### config.mk
export PLATFORM = sky130hd
export DESIGN_NAME = rv_multicycle_core_flat
export DESIGN_NICKNAME = d
export VERILOG_FILES = /design/src/rtl/rv_pkg.sv /design/src/rtl/rv_multicycle_core_if.sv /design/src/rtl/rv_regfile.sv /design/src/rtl/rv_multicycle_core.sv /design/src/flat_wrapper.sv
export SDC_FILE = /design/constraint.sdc
export NUM_CORES = 2
export LEC_CHECK = 0
export ABC_AREA = 1
export CORE_ASPECT_RATIO = 1.75
export CORE_MARGIN = 3
export CORE_UTILIZATION = 57
export CTS_CLUSTER_DIAMETER = 200
export CTS_CLUSTER_SIZE = 12
export DETAILED_ROUTE_END_ITERATION = 7
export GPL_TIMING_DRIVEN = 0
export PLACE_DENSITY_LB_ADDON = 0.12
export SLEW_MARGIN = 10
export SYNTH_ARGS = -nofsm -noshare
export SYNTH_HDL_FRONTEND = slang
export SYNTH_SLANG_ARGS = --single-unit
### constraint.sdc
create_clock -name clk -period 44.6 [get_ports clk]
set_clock_uncertainty 0.05 [all_clocks]
set_input_delay 6.69 -clock clk [delete_from_list [all_inputs] [get_ports clk]]
set_output_delay 6.69 -clock clk [all_outputs]
set_load 0.1 [all_outputs]
### src/rtl/rv_pkg.sv
// Shared ISA constants and enums for the multi-cycle reduced RISC-V core.
// Decoding is kept here so that the core and any future stage share one classification.
package rv_pkg;

    localparam logic [6:0] OP_IMM    = 7'b0010011;
    localparam logic [6:0] OP_REG    = 7'b0110011;
    localparam logic [6:0] OP_BRANCH = 7'b1100011;

    localparam logic [2:0] F3_ADD = 3'd0;
    localparam logic [2:0] F3_BEQ = 3'd0;
    localparam logic [2:0] F3_BNE = 3'd1;
    localparam logic [6:0] F7_ADD = 7'd0;

    typedef enum logic [2:0] {
        FETCH,
        DECODE,
        EXECUTE,
        WRITEBACK,
        HALT
    } state_t;

    typedef enum logic [2:0] {
        I_ADDI,
        I_ADD,
        I_BEQ,
        I_BNE,
        I_ILLEGAL
    } instr_t;

    // Opcode/funct classification only; register-index legality depends on NREGS.
    function automatic instr_t classify(logic [31:0] ir);
        if (ir[6:0] == OP_IMM && ir[14:12] == F3_ADD) begin
            return I_ADDI;
        end
        if (ir[6:0] == OP_REG && ir[14:12] == F3_ADD && ir[31:25] == F7_ADD) begin
            return I_ADD;
        end
        if (ir[6:0] == OP_BRANCH && ir[14:12] == F3_BEQ) begin
            return I_BEQ;
        end
        if (ir[6:0] == OP_BRANCH && ir[14:12] == F3_BNE) begin
            return I_BNE;
        end
        return I_ILLEGAL;
    endfunction

endpackage

### src/rtl/rv_multicycle_core_if.sv
// Instruction-fetch handshake between the core (master) and instruction memory (slave).
// imem_req is held until a cycle with imem_valid; imem_addr is stable while waiting.
interface rv_multicycle_core_if #(
    parameter int WIDTH = 32
);

    logic             imem_req;
    logic [WIDTH-1:0] imem_addr;
    logic             imem_valid;
    logic [31:0]      imem_rdata;

    modport master (
        output imem_req,
        output imem_addr,
        input  imem_valid,
        input  imem_rdata
    );

    modport slave (
        input  imem_req,
        input  imem_addr,
        output imem_valid,
        output imem_rdata
    );

endinterface

### src/rtl/rv_regfile.sv
// Architectural register file: two combinational read ports, one write port, x0 hardwired to zero.
// x10 is exported directly so the top can expose a0 without a third read port.
module rv_regfile #(
    parameter int WIDTH = 32,
    parameter int NREGS = 32
) (
    input  logic                     clk,
    input  logic                     rst,
    input  logic [$clog2(NREGS)-1:0] rs1_i,
    input  logic [$clog2(NREGS)-1:0] rs2_i,
    output logic [WIDTH-1:0]         rd1_o,
    output logic [WIDTH-1:0]         rd2_o,
    input  logic                     we_i,
    input  logic [$clog2(NREGS)-1:0] wa_i,
    input  logic [WIDTH-1:0]         wd_i,
    output logic [WIDTH-1:0]         a0_o
);

    logic [WIDTH-1:0] regs_q [NREGS];

    always_ff @(posedge clk or posedge rst) begin
        if (rst) begin
            for (int i = 0; i < NREGS; i++) begin
                regs_q[i] <= '0;
            end
        end else if (we_i && (wa_i != '0)) begin
            regs_q[wa_i] <= wd_i;
        end
    end

    assign rd1_o = (rs1_i == '0) ? '0 : regs_q[rs1_i];
    assign rd2_o = (rs2_i == '0) ? '0 : regs_q[rs2_i];
    assign a0_o  = regs_q[10];

endmodule

### src/rtl/rv_multicycle_core.sv
// Multi-cycle core executing ADDI/ADD/BEQ/BNE through FETCH/DECODE/EXECUTE/WRITEBACK.
// Stops in HALT on a taken self-loop branch (clean) or on an illegal/misaligned instruction (trap).
module rv_multicycle_core
    import rv_pkg::*;
#(
    parameter int               WIDTH     = 32,
    parameter int               NREGS     = 32,
    parameter logic [WIDTH-1:0] RESET_PC  = '0,
    parameter int               CNT_WIDTH = 32
) (
    input  logic                  clk,
    input  logic                  rst,
    rv_multicycle_core_if.master  imem,
    output logic [WIDTH-1:0]      a0,
    output logic [CNT_WIDTH-1:0]  instret,
    output logic                  halted,
    output logic                  trap
);

    localparam int AW = $clog2(NREGS);

    state_t               state_q, state_d;
    logic [WIDTH-1:0]     pc_q, pc_d;
    logic [31:0]          ir_q, ir_d;
    logic [WIDTH-1:0]     a_q, a_d;
    logic [WIDTH-1:0]     b_q, b_d;
    logic [WIDTH-1:0]     imm_q, imm_d;
    instr_t               instr_q, instr_d;
    logic [WIDTH-1:0]     alu_q, alu_d;
    logic [WIDTH-1:0]     target_q, target_d;
    logic                 taken_q, taken_d;
    logic [CNT_WIDTH-1:0] instret_q, instret_d;
    logic                 trap_q, trap_d;

    logic [WIDTH-1:0]     rd1, rd2;
    logic                 rf_we;
    instr_t               dec_instr;
    logic                 dec_legal;
    logic [WIDTH-1:0]     imm_i, imm_b, dec_imm;
    logic                 misaligned, self_loop;

    // With a reduced register file, any field index beyond NREGS makes the instruction illegal.
    function automatic logic idx_ok(logic [4:0] idx);
        return 32'(idx) < 32'(NREGS);
    endfunction

    rv_regfile #(
        .WIDTH (WIDTH),
        .NREGS (NREGS)
    ) u_regfile (
        .clk   (clk),
        .rst   (rst),
        .rs1_i (ir_q[15 +: AW]),
        .rs2_i (ir_q[20 +: AW]),
        .rd1_o (rd1),
        .rd2_o (rd2),
        .we_i  (rf_we),
        .wa_i  (ir_q[7 +: AW]),
        .wd_i  (alu_q),
        .a0_o  (a0)
    );

    always_comb begin
        dec_instr = classify(ir_q);
        imm_i     = {{(WIDTH-12){ir_q[31]}}, ir_q[31:20]};
        imm_b     = {{(WIDTH-13){ir_q[31]}}, ir_q[31], ir_q[7], ir_q[30:25], ir_q[11:8], 1'b0};
        dec_imm   = (dec_instr == I_BEQ || dec_instr == I_BNE) ? imm_b : imm_i;
        unique case (dec_instr)
            I_ADDI:       dec_legal = idx_ok(ir_q[11:7]) && idx_ok(ir_q[19:15]);
            I_ADD:        dec_legal = idx_ok(ir_q[11:7]) && idx_ok(ir_q[19:15]) && idx_ok(ir_q[24:20]);
            I_BEQ, I_BNE: dec_legal = idx_ok(ir_q[19:15]) && idx_ok(ir_q[24:20]);
            default:      dec_legal = 1'b0;
        endcase
    end

    // Bit 0 of a branch target is always zero, so bit 1 alone flags a non-word-aligned target.
    assign misaligned = taken_q && target_q[1];
    assign self_loop  = taken_q && (target_q == pc_q);

    always_comb begin
        pc_d      = pc_q;
        ir_d      = ir_q;
        a_d       = a_q;
        b_d       = b_q;
        imm_d     = imm_q;
        instr_d   = instr_q;
        alu_d     = alu_q;
        target_d  = target_q;
        taken_d   = taken_q;
        instret_d = instret_q;
        trap_d    = trap_q;
        unique case (state_q)
            FETCH: begin
                if (imem.imem_valid) begin
                    ir_d = imem.imem_rdata;
                end
            end
            DECODE: begin
                a_d     = rd1;
                b_d     = rd2;
                imm_d   = dec_imm;
                instr_d = dec_instr;
                if (!dec_legal) begin
                    trap_d = 1'b1;
                end
            end
            EXECUTE: begin
                alu_d    = a_q + ((instr_q == I_ADDI) ? imm_q : b_q);
                taken_d  = (instr_q == I_BEQ) ? (a_q == b_q) :
                           (instr_q == I_BNE) ? (a_q != b_q) : 1'b0;
                target_d = pc_q + imm_q;
            end
            WRITEBACK: begin
                if (misaligned) begin
                    trap_d = 1'b1;
                end else begin
                    pc_d      = taken_q ? target_q : pc_q + WIDTH'(4);
                    instret_d = instret_q + CNT_WIDTH'(1);
                end
            end
            default: ;
        endcase
    end

    always_ff @(posedge clk or posedge rst) begin
        if (rst) begin
            pc_q      <= RESET_PC;
            ir_q      <= '0;
            a_q       <= '0;
            b_q       <= '0;
            imm_q     <= '0;
            instr_q   <= I_ILLEGAL;
            alu_q     <= '0;
            target_q  <= '0;
            taken_q   <= 1'b0;
            instret_q <= '0;
            trap_q    <= 1'b0;
        end else begin
            pc_q      <= pc_d;
            ir_q      <= ir_d;
            a_q       <= a_d;
            b_q       <= b_d;
            imm_q     <= imm_d;
            instr_q   <= instr_d;
            alu_q     <= alu_d;
            target_q  <= target_d;
            taken_q   <= taken_d;
            instret_q <= instret_d;
            trap_q    <= trap_d;
        end
    end

    always_ff @(posedge clk or posedge rst) begin
        if (rst) begin
            state_q <= FETCH;
        end else begin
            state_q <= state_d;
        end
    end

    always_comb begin
        state_d = state_q;
        unique case (state_q)
            FETCH:     if (imem.imem_valid) state_d = DECODE;
            DECODE:    state_d = dec_legal ? EXECUTE : HALT;
            EXECUTE:   state_d = WRITEBACK;
            WRITEBACK: state_d = (misaligned || self_loop) ? HALT : FETCH;
            default:   state_d = HALT;
        endcase
    end

    // Gating with rst drops the request in the same cycle reset arrives, not at the next edge.
    always_comb begin
        imem.imem_req = (state_q == FETCH) && !rst;
        halted        = (state_q == HALT);
        rf_we         = (state_q == WRITEBACK) && (instr_q == I_ADDI || instr_q == I_ADD);
    end

    assign imem.imem_addr = pc_q;
    assign instret        = instret_q;
    assign trap           = trap_q;

endmodule

### src/flat_wrapper.sv
// flat-port wrapper written by rule: the top's interface ports become plain ports
module rv_multicycle_core_flat import rv_pkg::*;
#(
    parameter int               WIDTH     = 32,
    parameter int               NREGS     = 32,
    parameter logic [WIDTH-1:0] RESET_PC  = '0,
    parameter int               CNT_WIDTH = 32
)
  (clk, rst, a0, instret, halted, trap, imem_imem_req, imem_imem_addr, imem_imem_valid, imem_imem_rdata);
  rv_multicycle_core_if #(.WIDTH(WIDTH)) imem_i ();
  input  logic clk;
  input  logic rst;
  output logic [WIDTH-1:0] a0;
  output logic [CNT_WIDTH-1:0] instret;
  output logic halted;
  output logic trap;
  output wire logic [$bits(imem_i.imem_req)-1:0] imem_imem_req;
  output wire logic [$bits(imem_i.imem_addr)-1:0] imem_imem_addr;
  input wire logic [$bits(imem_i.imem_valid)-1:0] imem_imem_valid;
  input wire logic [$bits(imem_i.imem_rdata)-1:0] imem_imem_rdata;
  assign imem_imem_req = imem_i.imem_req;
  assign imem_imem_addr = imem_i.imem_addr;
  assign imem_i.imem_valid = imem_imem_valid;
  assign imem_i.imem_rdata = imem_imem_rdata;
  rv_multicycle_core #(.WIDTH(WIDTH), .NREGS(NREGS), .RESET_PC(RESET_PC), .CNT_WIDTH(CNT_WIDTH)) u_core (.clk(clk), .rst(rst), .imem(imem_i), .a0(a0), .instret(instret), .halted(halted), .trap(trap));
endmodule
==> results of run 1 <==
==> per-layer routing <==
layer / overflow / global-route usage, %
met5: 0 / 14.9
met4: 27 / 70.1
met2: 36 / 88.4
met3: 0 / 45.8
met1: 0 / 65.2
==> cell usage after synthesis (all sizes together) <==
master  instances
a21o            3
a21oi         448
a31oi           1
buf           219
clkbuf        601
clkinv          4
dfrtp        1268
dfstp           1
fa              2
ha             67
inv           564
mux2            8
nand2        3417
nand3         478
nand3b         10
nand4          26
nor2          877
nor3          102
nor3b           2
nor4            2
o211ai         31
o21a            9
o21ai        1834
o21bai          8
o221a           1
o221ai         10
o22ai         236
o311ai          1
o41ai           2
or2             6
xnor2          69
xor2           24
==> cell families after synthesis <==
logic type / share of synthesized area [%]
XOR/XNOR: 1.13
AND/OR/NAND/NOR: 27.0
multiplexers: 0.125
buffers and inverters: 7.63
AO/OA/AOI/OAI: 18.7
flip-flops: 44.2
adder cells (fa/ha/maj): 1.22
==> through the flow <==
step	worst slack (ns)	utilization, %
floorplan	2.10	-
global placement	-10.99	60.3
detailed placement	29.20	60.6
CTS	29.20	63.1
==> impl_results.md, run 1 <==
* Status: aborted with a tool error
* Stopped at: global routing (5_1_grt)
* Err: [ERROR GRT-0116] Global routing finished with congestion. Check the congestion regions in the DRC Viewer.
* Largest net degree at the start of global routing at 124
* Hpwl dp at 304000 um
* Root Driver: clkbuf_16
* Synthesized instance count at between 10000 and 15000
* I/O pins at 134
* PortBufs at 133
* Post-synth net total at 10435
* Global route overflow at 63
* Cell Area, Synth at 71900 um2
* Synthesized area per cell at roughly 7 um2
* Cell count after placement at 12119
* Row count at 171
* CTS Sinks at 1269
* Seq cells post-synth at 1269
* Synth warn at 0
* Synth top area share at 44.2%
* Vias in the first global route at 83777
* Die Wd at 274 um
* Hold_buf cts at 0
* Num CTS Buffers at 115
* Tot GR Track Use at 66.9%
* Initial Util at 57.6%
* Routability cong. at 1.33
* Setup bufs post-CTS at 0
* Synth top area cells: dfrtp_1, nand2_1, o21ai_0, nor2_1, nand3_1
* CTS H-tree depth at 3
* Largest area contributor in the synthesized netlist: dfrtp_1
* First-pass GRT wire length at 620000 um
* Gates resized, CTS repair at 0
* Netlist cell types at 39
* Clock Path Buffers at 3
* Register area share after synthesis at between 40 and 50%
* Placed inst area at 75600 um2
* Die Y at 476 um
==> inputs of run 2 (changes only) <==
--- a/config.mk
+++ b/config.mk
@@ -6,14 +6,11 @@
 export NUM_CORES = 2
 export LEC_CHECK = 0
 export ABC_AREA = 1
-export CORE_ASPECT_RATIO = 1.75
 export CORE_MARGIN = 3
-export CORE_UTILIZATION = 57
-export CTS_CLUSTER_DIAMETER = 200
-export CTS_CLUSTER_SIZE = 12
+export CORE_UTILIZATION = 40
 export DETAILED_ROUTE_END_ITERATION = 7
 export GPL_TIMING_DRIVEN = 0
-export PLACE_DENSITY_LB_ADDON = 0.12
+export PLACE_DENSITY_LB_ADDON = 0.15
 export SLEW_MARGIN = 10
 export SYNTH_ARGS = -nofsm -noshare
 export SYNTH_HDL_FRONTEND = slang
==> constraint.sdc (replaced) <==
create_clock -name clk -period 58 [get_ports clk]
set_clock_uncertainty 0.05 [all_clocks]
set_input_delay 8.7 -clock clk [delete_from_list [all_inputs] [get_ports clk]]
set_output_delay 8.7 -clock clk [all_outputs]
set_load 0.1 [all_outputs]
==> run 2 against run 1 <==
Against the previous run: synthesized cell count unchanged; area after synthesis did not move; the flow now finishes, with violations (capacitance limit, slew limit).
==> impl_results.md, run 2 <==
* Vias/cell at slightly above 6
* CTS Sinks at 1269 (unchanged)
* Final antenna-violating net count at 0
* Row count at 154 (-9.9%)
* Initial Util at 40.5% (-17 points)
* DRC viols at 0
* Final hold viol count at 0
* P per Cell Area at 50.7 nW/um2
* Root Driver: clkbuf_16
* Most common cell in the netlist: nand2_1
* Final #Nets at 10744
* Initial antenna violation count at 50
* Crit Path Class: primary input to output pin
* Synthesized-area fraction occupied by and/or/nand/nor cells at 27.0% (unchanged)
* PortBufs at 133 (unchanged)
* Core ar. at between 150000 and 200000 um2
* RSZ-0062 raised after global routing: false
* RR Endpoint: u_core.b_q[26]$_DFFE_PP0P_
* Tmin final at 19.47 ns
* Synth cell count leaders: nand2_1, o21ai_0, dfrtp_1
* Seq cells post-synth at 1269 (unchanged)
* Die Area at 185000 um2
* Setup crit start: rst
* Gates resized, CTS repair at 0 (unchanged)
* Post-synth net total at 10435 (unchanged)
* Hold worst-path end: u_core.u_regfile.regs_q[993]$_DFFE_PP0P_
* Initial DRC count at 12036
* Max FO, Critical Path at 2
* Area added between synthesis and finish at 14.2%
* Synth top area cells: dfrtp_1, nand2_1, o21ai_0, nor2_1, nand3_1
* Maximum clock frequency at just over 50 MHz
* Place WS at 38.53 ns (+9.33 ns)
* Slew margin rel. at -7.21%
* Crit path launch type: primary input
* Synth top area share at 44.2% (unchanged)
* Post-synth EDFFs at 0 (unchanged)
* Compound-Gate Fraction of Synth Area at 18.7% (unchanged)
* Vias in the first global route at 73668
* Clock Path Buffers at 3 (unchanged)
* Failing checks: capacitance limit, slew limit
* Global route overflow at 0
* Setup crit end kind: output pin
* Max reg flops at just under 1000
* Max stage delay on crit path at 1.22 ns
* Buf/Inv on CP at 2
* Hold_buf cts at 0 (unchanged)
* Routability cong. at 1.11 (-16%)
* Worst-Skew Late Latency at about 0.87 ns
* Max Cap Viol at 3
* Primary FF master, synth: dfrtp_1
* Synth warn at 0 (unchanged)
* Hpwl dp at 325000 um (+6.8%)
* Hold crit path type: flip-flop to flip-flop
* Top reg by flops: u_core.u_regfile.regs_q
* CTS H-tree depth at 4 (+1)
* Endpoints failing setup at 0
* Die Wd at 430 um (+57%)
* Die Y at 430 um (-9.6%)
* I/O pins at 134 (unchanged)
* Synthesized area per cell at 6.96 um2 (unchanged)
* Vias post-DR at approximately 79000
* Least-Margin Pin Slew at 1.61 ns
* Pleak at 36.4 nW
* Drt pass-1 iters at 7
* Xor/xnor cell area share of the yosys netlist at 1.13% (unchanged)
* Largest area contributor in the synthesized netlist: dfrtp_1
* Hold path cells at 1
* Commonest cells after routing, fill and taps aside: nand2_1, o21ai_0, dfrtp_1, nor2_1, clkbuf_1
* Slowest library cell on the worst path: clkdlybuf4s50_1
* First-pass GRT wire length at 584000 um
* Worst Reg-to-Reg Cells at 10
* Slew Limit Fails at 32
* Post-route clock period utilization at 33.6%
* Ys async rst share at 100% (unchanged)
* Tot GR Track Use at around 45%
* CP arrival at about 11 ns
* Synthesized instance count at 10331 (unchanged)
* Num CTS Buffers at 151 (+31%)
* Crit-path cells: clkdlybuf4s50_1, nor4_1, clkdlybuf4s50_1
* CTS tree: done
* Register area share after synthesis at 44.2% (unchanged)
* Clock slew at reported path FFs at 0.07 ns
* Mux cell area share after synthesis at 0.125% (unchanged)
* Layout cell share with drive strength beyond 1 at 4.91%
* Reg-to-reg startpoint: u_core.ir_q[21]$_DFFE_PP0P_
* Delay-heaviest family, CP: buffers and inverters
* Commonest non-fill, non-tap cell in the layout: nand2_1
* Worst reg-to-reg setup slack at 52.16 ns
* CP required at 49.25 ns
* Cell Area, Synth at 71900 um2 (unchanged)
* Post-Route WL at 427000 um
* Origin of the worst min-delay path: u_core.u_regfile.regs_q[993]$_DFFE_PP0P_
* # fillers at 18743
* VDD IR-drop max at 0.0313 mV
* Netlist cell types at 39 (unchanged)
* Overall power at 0.00416 W
* Post-synthesis adder-cell area fraction at 1.22% (unchanged)
* Largest family of logic cells by synthesized area: simple AND/OR/NAND/NOR gates
* Setup bufs post-CTS at 0 (unchanged)
* Top cell by count, worst path: clkdlybuf4s50_1
* Largest net degree at the start of global routing at between 100 and 150
* Status: finished with violations
* Worst setup margin at 38.53 ns
* Routed len/inst at approximately 33 um
run 2: through the flow:
stage	area [um2]	hold slack [ns]	utilization (%)	instances	TNS, ns
floorplan	71900	0.379	-	10331	0
global placement	76100	0.391	42.9	12804	-3376.42
detailed placement	76700	0.396	43.3	12825	0
CTS	81900	0.410	46.2	13102	0
global route	82000	0.430	46.3	13120	0
finish	82100	0.409	46.3	13139	0
run 2: worst max-delay path by stage:
stage / end / slack (ns) / cells after the start
floorplan: u_core.a_q[0]$_DFFE_PP0P_ / 13.49 / 1
global placement: u_core.u_regfile.regs_q[975]$_DFFE_PP0P_ / -2.92 / 2
detailed placement: imem_imem_req / 38.53 / 3
CTS: imem_imem_req / 38.52 / 3
global route: imem_imem_req / 38.49 / 3
finish: imem_imem_req / 38.53 / 3
run 2: area by class of cell:
class	instances	area, um2	area share [%]
multi-input combinational	7674	34700	42.2
tap	2340	2930	3.57
clock inverter	64	761	0.927
timing repair buffer	156	1870	2.27
antenna	35	87.6	0.107
buffer	820	3400	4.14
sequential	1269	31800	38.7
inverter	568	2140	2.61
clock buffer	213	4490	5.47
run 2: logic make-up after synthesis:
| family | count (synthesis) |
|---|---|
| DFF | 1269 |
| and+or+nand+nor | 4920 |
| adders and majority gates | 69 |
| AOI/OAI and AO/OA | 2584 |
| buffers and inverters | 1388 |
| xor gates and xnor gates | 93 |
| muxes | 8 |
run 2: routing by layer:
| layer | share of wire [%] | global-route usage [%] |
|---|---|---|
| met5 | 0.026 | 0 |
| met4 | 9.9 | 37.0 |
| met3 | 11 | 14.0 |
| met2 | 42 | 65.6 |
| met1 | 37 | 54.8 |
run 2: power breakdown:
part	internal [W]	switching [W]	leakage (nW)
sequential	0.000922	0.0000521	17.5
combinational	0.000449	0.00170	16.3
clock	0.000600	0.000431	2.56
total	0.00197	0.00219	36.4
Note: power is estimated with default switching activity, not from simulation.
